### config.mk
export PLATFORM = sky130hd
export DESIGN_NAME = memory_stage_ctrl_flat
export DESIGN_NICKNAME = d
export VERILOG_FILES = /design/src/rtl/memory_stage_ctrl_if.sv /design/src/rtl/memory_stage_ctrl.sv /design/src/flat_wrapper.sv
export SDC_FILE = /design/constraint.sdc
export NUM_CORES = 1
export LEC_CHECK = 0
export CELL_PAD_IN_SITES_DETAIL_PLACEMENT = 1
export CELL_PAD_IN_SITES_GLOBAL_PLACEMENT = 1
export CORE_MARGIN = 10
export CORE_UTILIZATION = 32
export CTS_BUF_LIST = sky130_fd_sc_hd__clkbuf_16
export CTS_CLUSTER_DIAMETER = 80
export DETAILED_ROUTE_END_ITERATION = 7
export GPL_TIMING_DRIVEN = 0
export PLACE_DENSITY_LB_ADDON = 0.1
export SETUP_SLACK_MARGIN = 0.1
export SLEW_MARGIN = 10
export SYNTH_ARGS = -nofsm -noshare
export SYNTH_HDL_FRONTEND = slang
export SYNTH_SLANG_ARGS = --single-unit
### constraint.sdc
create_clock -name CLK -period 2.51 [get_ports CLK]
set_input_delay 0.3765 -clock CLK [delete_from_list [all_inputs] [get_ports CLK]]
set_output_delay 0.3765 -clock CLK [all_outputs]
set_load 0.01 [all_outputs]
### src/rtl/memory_stage_ctrl_if.sv
// Memory-stage bus bundle: EX/MEM request side, dcache
// side, snoop input and MEM/WB latch controls.
interface memory_stage_ctrl_if #(
  parameter int WORD_W = 32
);
  logic              ex_valid;
  logic              ex_MemRead;
  logic              ex_MemWrite;
  logic              ex_datomic;
  logic [WORD_W-1:0] ex_addr;
  logic [WORD_W-1:0] ex_store;
  logic              dhit;
  logic [WORD_W-1:0] dmemload;
  logic              snoop_inv;
  logic [WORD_W-1:0] snoop_addr;
  logic              dmemREN;
  logic              dmemWEN;
  logic [WORD_W-1:0] dmemaddr;
  logic [WORD_W-1:0] dmemstore;
  logic [WORD_W-1:0] dload;
  logic              mem_done;
  logic              mem_datomic;
  logic              latch_en;
  logic              mem_stall;
  logic              mem_timeout;

  modport master (
    output ex_valid, ex_MemRead, ex_MemWrite,
    output ex_datomic, ex_addr, ex_store,
    output dhit, dmemload, snoop_inv, snoop_addr,
    input  dmemREN, dmemWEN, dmemaddr, dmemstore,
    input  dload, mem_done, mem_datomic,
    input  latch_en, mem_stall, mem_timeout
  );

  modport slave (
    input  ex_valid, ex_MemRead, ex_MemWrite,
    input  ex_datomic, ex_addr, ex_store,
    input  dhit, dmemload, snoop_inv, snoop_addr,
    output dmemREN, dmemWEN, dmemaddr, dmemstore,
    output dload, mem_done, mem_datomic,
    output latch_en, mem_stall, mem_timeout
  );
endinterface

### src/rtl/memory_stage_ctrl.sv
// Memory-stage controller: dcache request sequencing,
// LL/SC link register with snoop invalidation, stalls.
module memory_stage_ctrl #(
  parameter int WORD_W  = 32,
  parameter int TIMEOUT = 1023
) (
  input logic                CLK,
  input logic                RST,
  memory_stage_ctrl_if.slave m
);
  typedef enum logic [1:0] {
    IDLE,
    REQ,
    DONE
  } state_t;

  localparam logic [9:0] TMO = 10'(TIMEOUT);

  state_t            state;
  logic              op_read;
  logic              op_write;
  logic              op_atomic;
  logic [WORD_W-1:0] op_addr;
  logic [WORD_W-1:0] op_store;
  logic [WORD_W-1:0] dload_r;
  logic              link_valid;
  logic [WORD_W-1:0] link_addr;
  logic [9:0]        wait_cnt;
  logic              timeout_r;

  logic memop;
  logic is_sc;
  logic sc_fail;
  logic req_hit;
  logic snoop_kill;

  assign memop = m.ex_valid
               & (m.ex_MemRead | m.ex_MemWrite);
  assign is_sc = m.ex_MemWrite & ~m.ex_MemRead
               & m.ex_datomic;
  assign sc_fail = memop & is_sc
                 & ~(link_valid
                     & (link_addr == m.ex_addr));
  assign req_hit = (state == REQ) & m.dhit;

  // A matching snoop kills the reservation, including
  // one an LL is establishing in this very cycle.
  assign snoop_kill = m.snoop_inv & (
      (link_valid & (m.snoop_addr == link_addr))
    | (req_hit & op_read & op_atomic
       & (m.snoop_addr == op_addr)));

  // Request FSM: capture, hold until dhit, one-cycle done.
  always_ff @(posedge CLK) begin
    if (RST) begin
      state     <= IDLE;
      op_read   <= 1'b0;
      op_write  <= 1'b0;
      op_atomic <= 1'b0;
      op_addr   <= '0;
      op_store  <= '0;
      dload_r   <= '0;
      wait_cnt  <= '0;
      timeout_r <= 1'b0;
    end else begin
      unique case (state)
        REQ: begin
          if (wait_cnt == TMO) timeout_r <= 1'b1;
          if (m.dhit) begin
            state <= DONE;
            if (op_read)
              dload_r <= m.dmemload;
            else if (op_atomic)
              dload_r <= WORD_W'(1);
          end else if (wait_cnt != TMO) begin
            wait_cnt <= wait_cnt + 10'd1;
          end
        end
        IDLE, DONE: begin
          state <= IDLE;
          if (memop) begin
            op_read   <= m.ex_MemRead;
            op_write  <= ~m.ex_MemRead;
            op_atomic <= m.ex_datomic;
            op_addr   <= m.ex_addr;
            op_store  <= m.ex_store;
            if (sc_fail) begin
              state   <= DONE;
              dload_r <= '0;
            end else begin
              state    <= REQ;
              wait_cnt <= '0;
            end
          end
        end
        default: state <= IDLE;
      endcase
    end
  end

  // Link register, highest-priority clear first.
  always_ff @(posedge CLK) begin
    if (RST) begin
      link_valid <= 1'b0;
      link_addr  <= '0;
    end else if (snoop_kill) begin
      link_valid <= 1'b0;
    end else if (req_hit & op_write
                 & (op_atomic
                    | (op_addr == link_addr))) begin
      link_valid <= 1'b0;
    end else if (req_hit & op_read & op_atomic) begin
      link_valid <= 1'b1;
      link_addr  <= op_addr;
    end
  end

  // Outputs decoded from state; reset silences them.
  always_comb begin
    m.dmemREN     = 1'b0;
    m.dmemWEN     = 1'b0;
    m.dmemaddr    = '0;
    m.dmemstore   = '0;
    m.dload       = '0;
    m.mem_done    = 1'b0;
    m.mem_datomic = 1'b0;
    m.latch_en    = ~memop;
    m.mem_stall   = 1'b0;
    m.mem_timeout = 1'b0;
    if (!RST) begin
      m.mem_timeout = timeout_r;
      unique case (state)
        IDLE: m.mem_stall = memop;
        REQ: begin
          m.dmemREN   = op_read;
          m.dmemWEN   = op_write;
          m.dmemaddr  = op_addr;
          m.dmemstore = op_store;
          m.latch_en  = 1'b0;
          m.mem_stall = 1'b1;
        end
        DONE: begin
          m.mem_done    = 1'b1;
          m.mem_datomic = op_atomic;
          m.dload       = dload_r;
          m.latch_en    = 1'b1;
          m.mem_stall   = 1'b0;
        end
        default: ;
      endcase
    end
  end
endmodule

### src/flat_wrapper.sv
// flat-port wrapper written by rule: the top's interface ports become plain ports
module memory_stage_ctrl_flat 
#(
  parameter int WORD_W  = 32,
  parameter int TIMEOUT = 1023
)
  (CLK, RST, m_ex_valid, m_ex_MemRead, m_ex_MemWrite, m_ex_datomic, m_ex_addr, m_ex_store, m_dhit, m_dmemload, m_snoop_inv, m_snoop_addr, m_dmemREN, m_dmemWEN, m_dmemaddr, m_dmemstore, m_dload, m_mem_done, m_mem_datomic, m_latch_en, m_mem_stall, m_mem_timeout);
  memory_stage_ctrl_if #(.WORD_W(WORD_W)) m_i ();
  input logic CLK;
  input logic RST;
  input wire logic [$bits(m_i.ex_valid)-1:0] m_ex_valid;
  input wire logic [$bits(m_i.ex_MemRead)-1:0] m_ex_MemRead;
  input wire logic [$bits(m_i.ex_MemWrite)-1:0] m_ex_MemWrite;
  input wire logic [$bits(m_i.ex_datomic)-1:0] m_ex_datomic;
  input wire logic [$bits(m_i.ex_addr)-1:0] m_ex_addr;
  input wire logic [$bits(m_i.ex_store)-1:0] m_ex_store;
  input wire logic [$bits(m_i.dhit)-1:0] m_dhit;
  input wire logic [$bits(m_i.dmemload)-1:0] m_dmemload;
  input wire logic [$bits(m_i.snoop_inv)-1:0] m_snoop_inv;
  input wire logic [$bits(m_i.snoop_addr)-1:0] m_snoop_addr;
  output wire logic [$bits(m_i.dmemREN)-1:0] m_dmemREN;
  output wire logic [$bits(m_i.dmemWEN)-1:0] m_dmemWEN;
  output wire logic [$bits(m_i.dmemaddr)-1:0] m_dmemaddr;
  output wire logic [$bits(m_i.dmemstore)-1:0] m_dmemstore;
  output wire logic [$bits(m_i.dload)-1:0] m_dload;
  output wire logic [$bits(m_i.mem_done)-1:0] m_mem_done;
  output wire logic [$bits(m_i.mem_datomic)-1:0] m_mem_datomic;
  output wire logic [$bits(m_i.latch_en)-1:0] m_latch_en;
  output wire logic [$bits(m_i.mem_stall)-1:0] m_mem_stall;
  output wire logic [$bits(m_i.mem_timeout)-1:0] m_mem_timeout;
  assign m_i.ex_valid = m_ex_valid;
  assign m_i.ex_MemRead = m_ex_MemRead;
  assign m_i.ex_MemWrite = m_ex_MemWrite;
  assign m_i.ex_datomic = m_ex_datomic;
  assign m_i.ex_addr = m_ex_addr;
  assign m_i.ex_store = m_ex_store;
  assign m_i.dhit = m_dhit;
  assign m_i.dmemload = m_dmemload;
  assign m_i.snoop_inv = m_snoop_inv;
  assign m_i.snoop_addr = m_snoop_addr;
  assign m_dmemREN = m_i.dmemREN;
  assign m_dmemWEN = m_i.dmemWEN;
  assign m_dmemaddr = m_i.dmemaddr;
  assign m_dmemstore = m_i.dmemstore;
  assign m_dload = m_i.dload;
  assign m_mem_done = m_i.mem_done;
  assign m_mem_datomic = m_i.mem_datomic;
  assign m_latch_en = m_i.latch_en;
  assign m_mem_stall = m_i.mem_stall;
  assign m_mem_timeout = m_i.mem_timeout;
  memory_stage_ctrl #(.WORD_W(WORD_W), .TIMEOUT(TIMEOUT)) u_core (.CLK(CLK), .RST(RST), .m(m_i));
endmodule
======== Yosys cells after proc, flatten, opt, wreduce, memory -nomap -nowiden ========
Cells that the tools add are included.
word-level totals
  register bits ........................... 145
  input bits .............................. 136
operators by class
  add/subtract/negate cells ............... 1
  equality and inequality tests ........... 15
  multiplexer cells ....................... 34
  bitwise operators ....................... 22
  reduce and logical (&&, ||, !) cells .... 9
operator list
  operator               number
  $mux 32                11
  $eq 32x32->1           4
  $pmux 32 s2            1
  $mux 10                4
  $pmux 10 s2            1
  $and 1x1->1            14
  $mux 1                 11
  $add 10x1->10 const B  1
  $eq 10x10->1 const B   1
  $ne 10x10->1 const B   1
  $reduce_and 5->1       2
  $ne 2x2->1 const B     4
  $mux 2                 3
  $not 1->1              5
  $ne 2x1->1 const B     2
  $pmux 1 s2             2
  $pmux 2 s2             1
  $reduce_and 2->1       2
  $ne 3x1->1 const B     1
  $or 1x1->1             3
  $reduce_and 3->1       1
  $reduce_or 3->1        1
  $eq 2x1->1 const B     1
  $eq 2x2->1 const B     1
  other kinds (3)        3

======== Logic depth before layout (Yosys ltp) ========
  word-level depth ........................ 9
  mapped depth ............................ 10

======== Least setup slack after synthesis ========
No wires, ideal clock.
  kind .................................... register to register
  start point ............................. reg u_core.state[0]
  end point ............................... reg u_core.op_store[19]
  library setup time ...................... 0.070 ns
  arrival ................................. 2.165 ns
  path slack .............................. 0.275 ns
  stages on the path, launching flop included .. 11
  cell sequence ........................... dfxtp_1 -> clkbuf_1 -> inv_1 -> ha_1 -> or2_2 -> clkbuf_1 -> nand2_1 -> clkbuf_1 -> buf_1 -> nand2_1 -> a21oi_1
between the ends
  longest elaborated chain between the ends .. 3
ends and longest elaborated chain
  item                                                  line                     RTL
  start: declaration                                    memory_stage_ctrl.sv:19  state_t state;
  start signal: assignment                              memory_stage_ctrl.sv:56  state <= IDLE;
  start signal: assignment                              memory_stage_ctrl.sv:70  state <= DONE;
  start signal: assignment                              memory_stage_ctrl.sv:80  state <= IDLE;
  $eq 2x2->1 / $logic_not 2->1 (equally long branches)  memory_stage_ctrl.sv:66  unique case (state)
  $reduce_or 2->1 *                                     memory_stage_ctrl.sv:66
  $reduce_and 2->1 (no source line) *                   --
  end signal: assignment                                memory_stage_ctrl.sv:86  op_store <= m.ex_store;
  end: declaration                                      memory_stage_ctrl.sv:24  logic [WORD_W-1:0] op_store;
Every way passes the cells marked *; elsewhere a longest branch is shown, timed or not.
A chain may end at the register's enable or synchronous reset.

======== Worst setup path after layout ========
  start point ............................. reg u_core.state[1]
  end point ............................... out m_dload[11]
between the ends
  longest elaborated chain between the ends .. 3
ends and longest elaborated chain
  item              line                      RTL
  $eq 2x2->1        memory_stage_ctrl.sv:132  unique case (state)
  $mux 32           memory_stage_ctrl.sv:132
  $mux 32           memory_stage_ctrl.sv:130  if (!RST) begin
  end: declaration  flat_wrapper.sv:25        output wire logic [$bits(m_i.dload)-1:0] m_dload;
No other way between the ends.

==> results.sh <==
export IMPL_grt_pass1_vias=8473
export IMPL_timing_final_crit_share_pct=94.2
export IMPL_viasPerCell=4.99
export IMPL_post_place_ws_ns=-1.01
export IMPL_dpl_hpwl_mm=25.4
export IMPL_async_flop_share_pct=0
export IMPL_synth_area_sq_um=7750
export IMPL_p_int_mw=4.09
export IMPL_routed_wl_mm=33.1
export IMPL_synth_common_cells="nand2_1 (235), dfxtp_1 (145), a21oi_1 (102)"
export IMPL_synthFlopType="dfxtp_1"
export IMPL_dr_pass1_iters=5
export IMPL_path_clk_slew_ns=0.06
export IMPL_port_buffers=238
export IMPL_regArea_sq_um=2910
export IMPL_synth_area_leaders="dfxtp_1 (37%), nand2_1 (11%), xor2_1 (10%), and2_1 (8.1%), a21oi_1 (6.6%)"
export IMPL_p_switching_mw=1.70
export IMPL_clockRootBuffer="clkbuf_16"
export IMPL_num_rows=56
export IMPL_skew_ns=0.0145
export IMPL_grtUsageMet3_pct=7.81
export IMPL_syn_avg_cell_area_sq_um=7.92
export IMPL_drc=0
export IMPL_drt_iter0_drc=443
export IMPL_status="finished clean"
export IMPL_yosysMostFrequentCell="nand2_1"
export IMPL_crit_arrival_ns=1.99
export IMPL_synth_fp_nets=1119
export IMPL_setup_worst_path_end_class="primary output"
export IMPL_ys_seq_area_share_pct=37.5
export IMPL_core_sq_um=23600
export IMPL_vias=7955
export IMPL_fin_crit_ns=2.36
export IMPL_cp_required_ns=2.13
export IMPL_p_sw_share_pct=29.4
export IMPL_tightest_slew_ns=0.666
export IMPL_synth_area_leader_cell="dfxtp_1"
export IMPL_fin_tns_setup_ns=0
export IMPL_ant_nets=0
export IMPL_ys_types=45
export IMPL_antenna_found_initial=3
export IMPL_top_usage_layer="met2"
export IMPL_fillers=2926
export IMPL_fin_nets=1401
export IMPL_vdd_ir_drop_max_mv=0.402
export IMPL_critical_path_class="reg -> out"
export IMPL_cts_tree="built"
export IMPL_track_usage_pct=20.9
export IMPL_htreeDepth=4
export IMPL_drive_above_1_share_pct=15.9
export IMPL_rsz0062_at_grt="yes"
export IMPL_grt_max_degree=17
export IMPL_synth_cells=978
export IMPL_areaGrowthSynthToFinish_pct=45.9
export IMPL_ff2ff_path_depth=6
export IMPL_synth_edf_count=0
export IMPL_maxCapViolCount=0
export IMPL_worstSetupStartpointType="flop"
export IMPL_die_area_sq_um=30800
export IMPL_gr_usage_met1_pct=25.6
export IMPL_total_power_mw=5.79
export IMPL_powerDensity_nw_per_um2=512
export IMPL_synth_seq_cells=145
export IMPL_p_clk_share_pct=41.1
export IMPL_fin_cells=1594
export IMPL_grt_pass1_wl_mm=49.8
export IMPL_setup_viol_count_final=0
export IMPL_power_leakage_nw=4.60
export IMPL_post_route_worst_setup_slack_ns=0.146
export IMPL_hold_violations=0
export IMPL_power_frac_comb_pct=16.1
export IMPL_synth_top_area_share_pct=37.5
export IMPL_grt_use_met2_pct=33.2
export IMPL_fp_dieH_microns=176
export IMPL_post_drt_wl_per_cell_microns=20.8
export IMPL_drv_slew=0
export IMPL_multi_input_area_sq_um=4740
export IMPL_ys_warn_count=0
export IMPL_clk_latency_ns=0.43
export IMPL_timing_fmax_ghz=0.423
export IMPL_chipWidth_microns=176
export IMPL_crit_fanout=5
export IMPL_place_gp_congestion=0.913
export IMPL_p_seq_share_pct=42.8
export IMPL_max_slew_margin_pct=55.6
export IMPL_hold_buffers=0
export IMPL_initial_utilization_pct=32.8
export IMPL_whs_path_depth=2
export IMPL_clock_path_buffers=2
export IMPL_clock_sinks=145
export IMPL_grt_overflow_total=0
export IMPL_numCtsBuffers=17
export IMPL_io_pins=239
export IMPL_hp_class="reg -> reg"
export IMPL_dpl_cell_count=1535
-- critical path: stages (launching register included) --
cell             delay, ns
dfxtp_4               0.38
buf_4                 0.14
ha_4                  0.16
nor2b_4               0.25
clkbuf_8              0.17
buf_4                 0.10
and2_1                0.12
clkdlybuf4s15_1       0.24
-- area by class of cell --
class,count,area share [%]
inverter,9,0.343
sequential,145,25.8
multi-input combinational,765,41.9
timing repair buffer,263,20.4
tap,319,3.53
antenna,2,0.0443
clock inverter,15,0.974
clock buffer,17,3.76
buffer,59,3.30
-- logic make-up (layout without fill, tap and decap cells) --
family / Yosys count / in the layout / synth area share, %
compound gates: 167 / 167 / 12.0
xor+xnor: 128 / 128 / 14.5
fa+ha+maj: 5 / 5 / 0.808
buf+inv: 69 / 363 / 3.44
flops: 145 / 145 / 37.5
mux: 33 / 33 / 4.28
other cells: 0 / 2 / 0
simple gates: 431 / 432 / 27.5
-- registers in the layout (all words and copies together) (netlist names) --
name	cells
u_core.state	2
u_core.op_addr	32
u_core.op_read	1
u_core.op_atomic	1
u_core.link_addr	32
u_core.op_write	1
u_core.timeout_r	1
u_core.link_valid	1
u_core.wait_cnt	10
u_core.dload_r	32
u_core.op_store	32
-- placed cells by master (no fill, tap or decap), drive strengths merged, types with 2 or more instances in the layout --
cell             n
xor2            91
nor4            31
mux2i           32
inv             15
nor3             9
buf             75
nand4           14
clkinvlp         3
xnor2           37
o21a             5
a32o             2
dlygate4sd2     27
o21ai           39
a21oi          102
diode            2
nand3            9
clkdlybuf4s15    4
clkbuf          96
or2              3
and3             7
or4              4
nor2b            8
clkdlybuf4s50  135
o211ai           2
dfxtp          145
o311ai           4
and2           100
a221o            3
nor2             8
ha               5
a31oi            3
clkinv           6
nand2          235
-- metrics by stage --
stage	cell area [sq um]	utilization (%)	hold WS [ns]
after floorplan	7750	-	0.432
after global placement	10500	44.6	0.437
after detailed placement	10500	44.6	0.444
after CTS	11400	48.2	0.452
after global routing	11300	47.9	0.471
final	11300	47.9	0.450
-- final timing paths --
| path | start | end | slack [ns] |
|---|---|---|---|
| max | u_core.state[1]$_SDFFE_PP0P_ | m_dload[11] | 0.15 |
| min | u_core.op_store[24]$_SDFFE_PP0P_ | u_core.op_store[24]$_SDFFE_PP0P_ | 0.45 |
| max reg2reg | u_core.link_addr[28]$_SDFFE_PP0P_ | u_core.wait_cnt[7]$_SDFFE_PP0P_ | 0.17 |
| min reg2reg | u_core.op_store[24]$_SDFFE_PP0P_ | u_core.op_store[24]$_SDFFE_PP0P_ | 0.45 |
-- power by group through the flow --
stage | clock, mW | combinational, mW | sequential (mW)
after CTS | 2.43 | 0.919 | 2.48
after global placement | 0 | 0.850 | 2.52
after global routing | 2.54 | 1.01 | 2.49
after detailed placement | 0 | 0.863 | 2.53
after floorplan | 0 | 0.399 | 2.49
final | 2.38 | 0.931 | 2.48
-- layer usage --
metal	part of all wire [%]	vias up
met4	2.2	2
li1	-	3843
met3	8.3	39
met2	46	242
met5	0.027	-
met1	44	3829
-- repair_timing --
| item | CTS | global route |
|---|---|---|
| setup buffers | 16 | 6 |
| setup endpoints to repair | 244 | 167 |
| cloned | 4 | 0 |
| gates resized for setup | 320 | 106 |
| pin swaps | 4 | 6 |
Note: power is estimated with default switching activity, not from simulation.
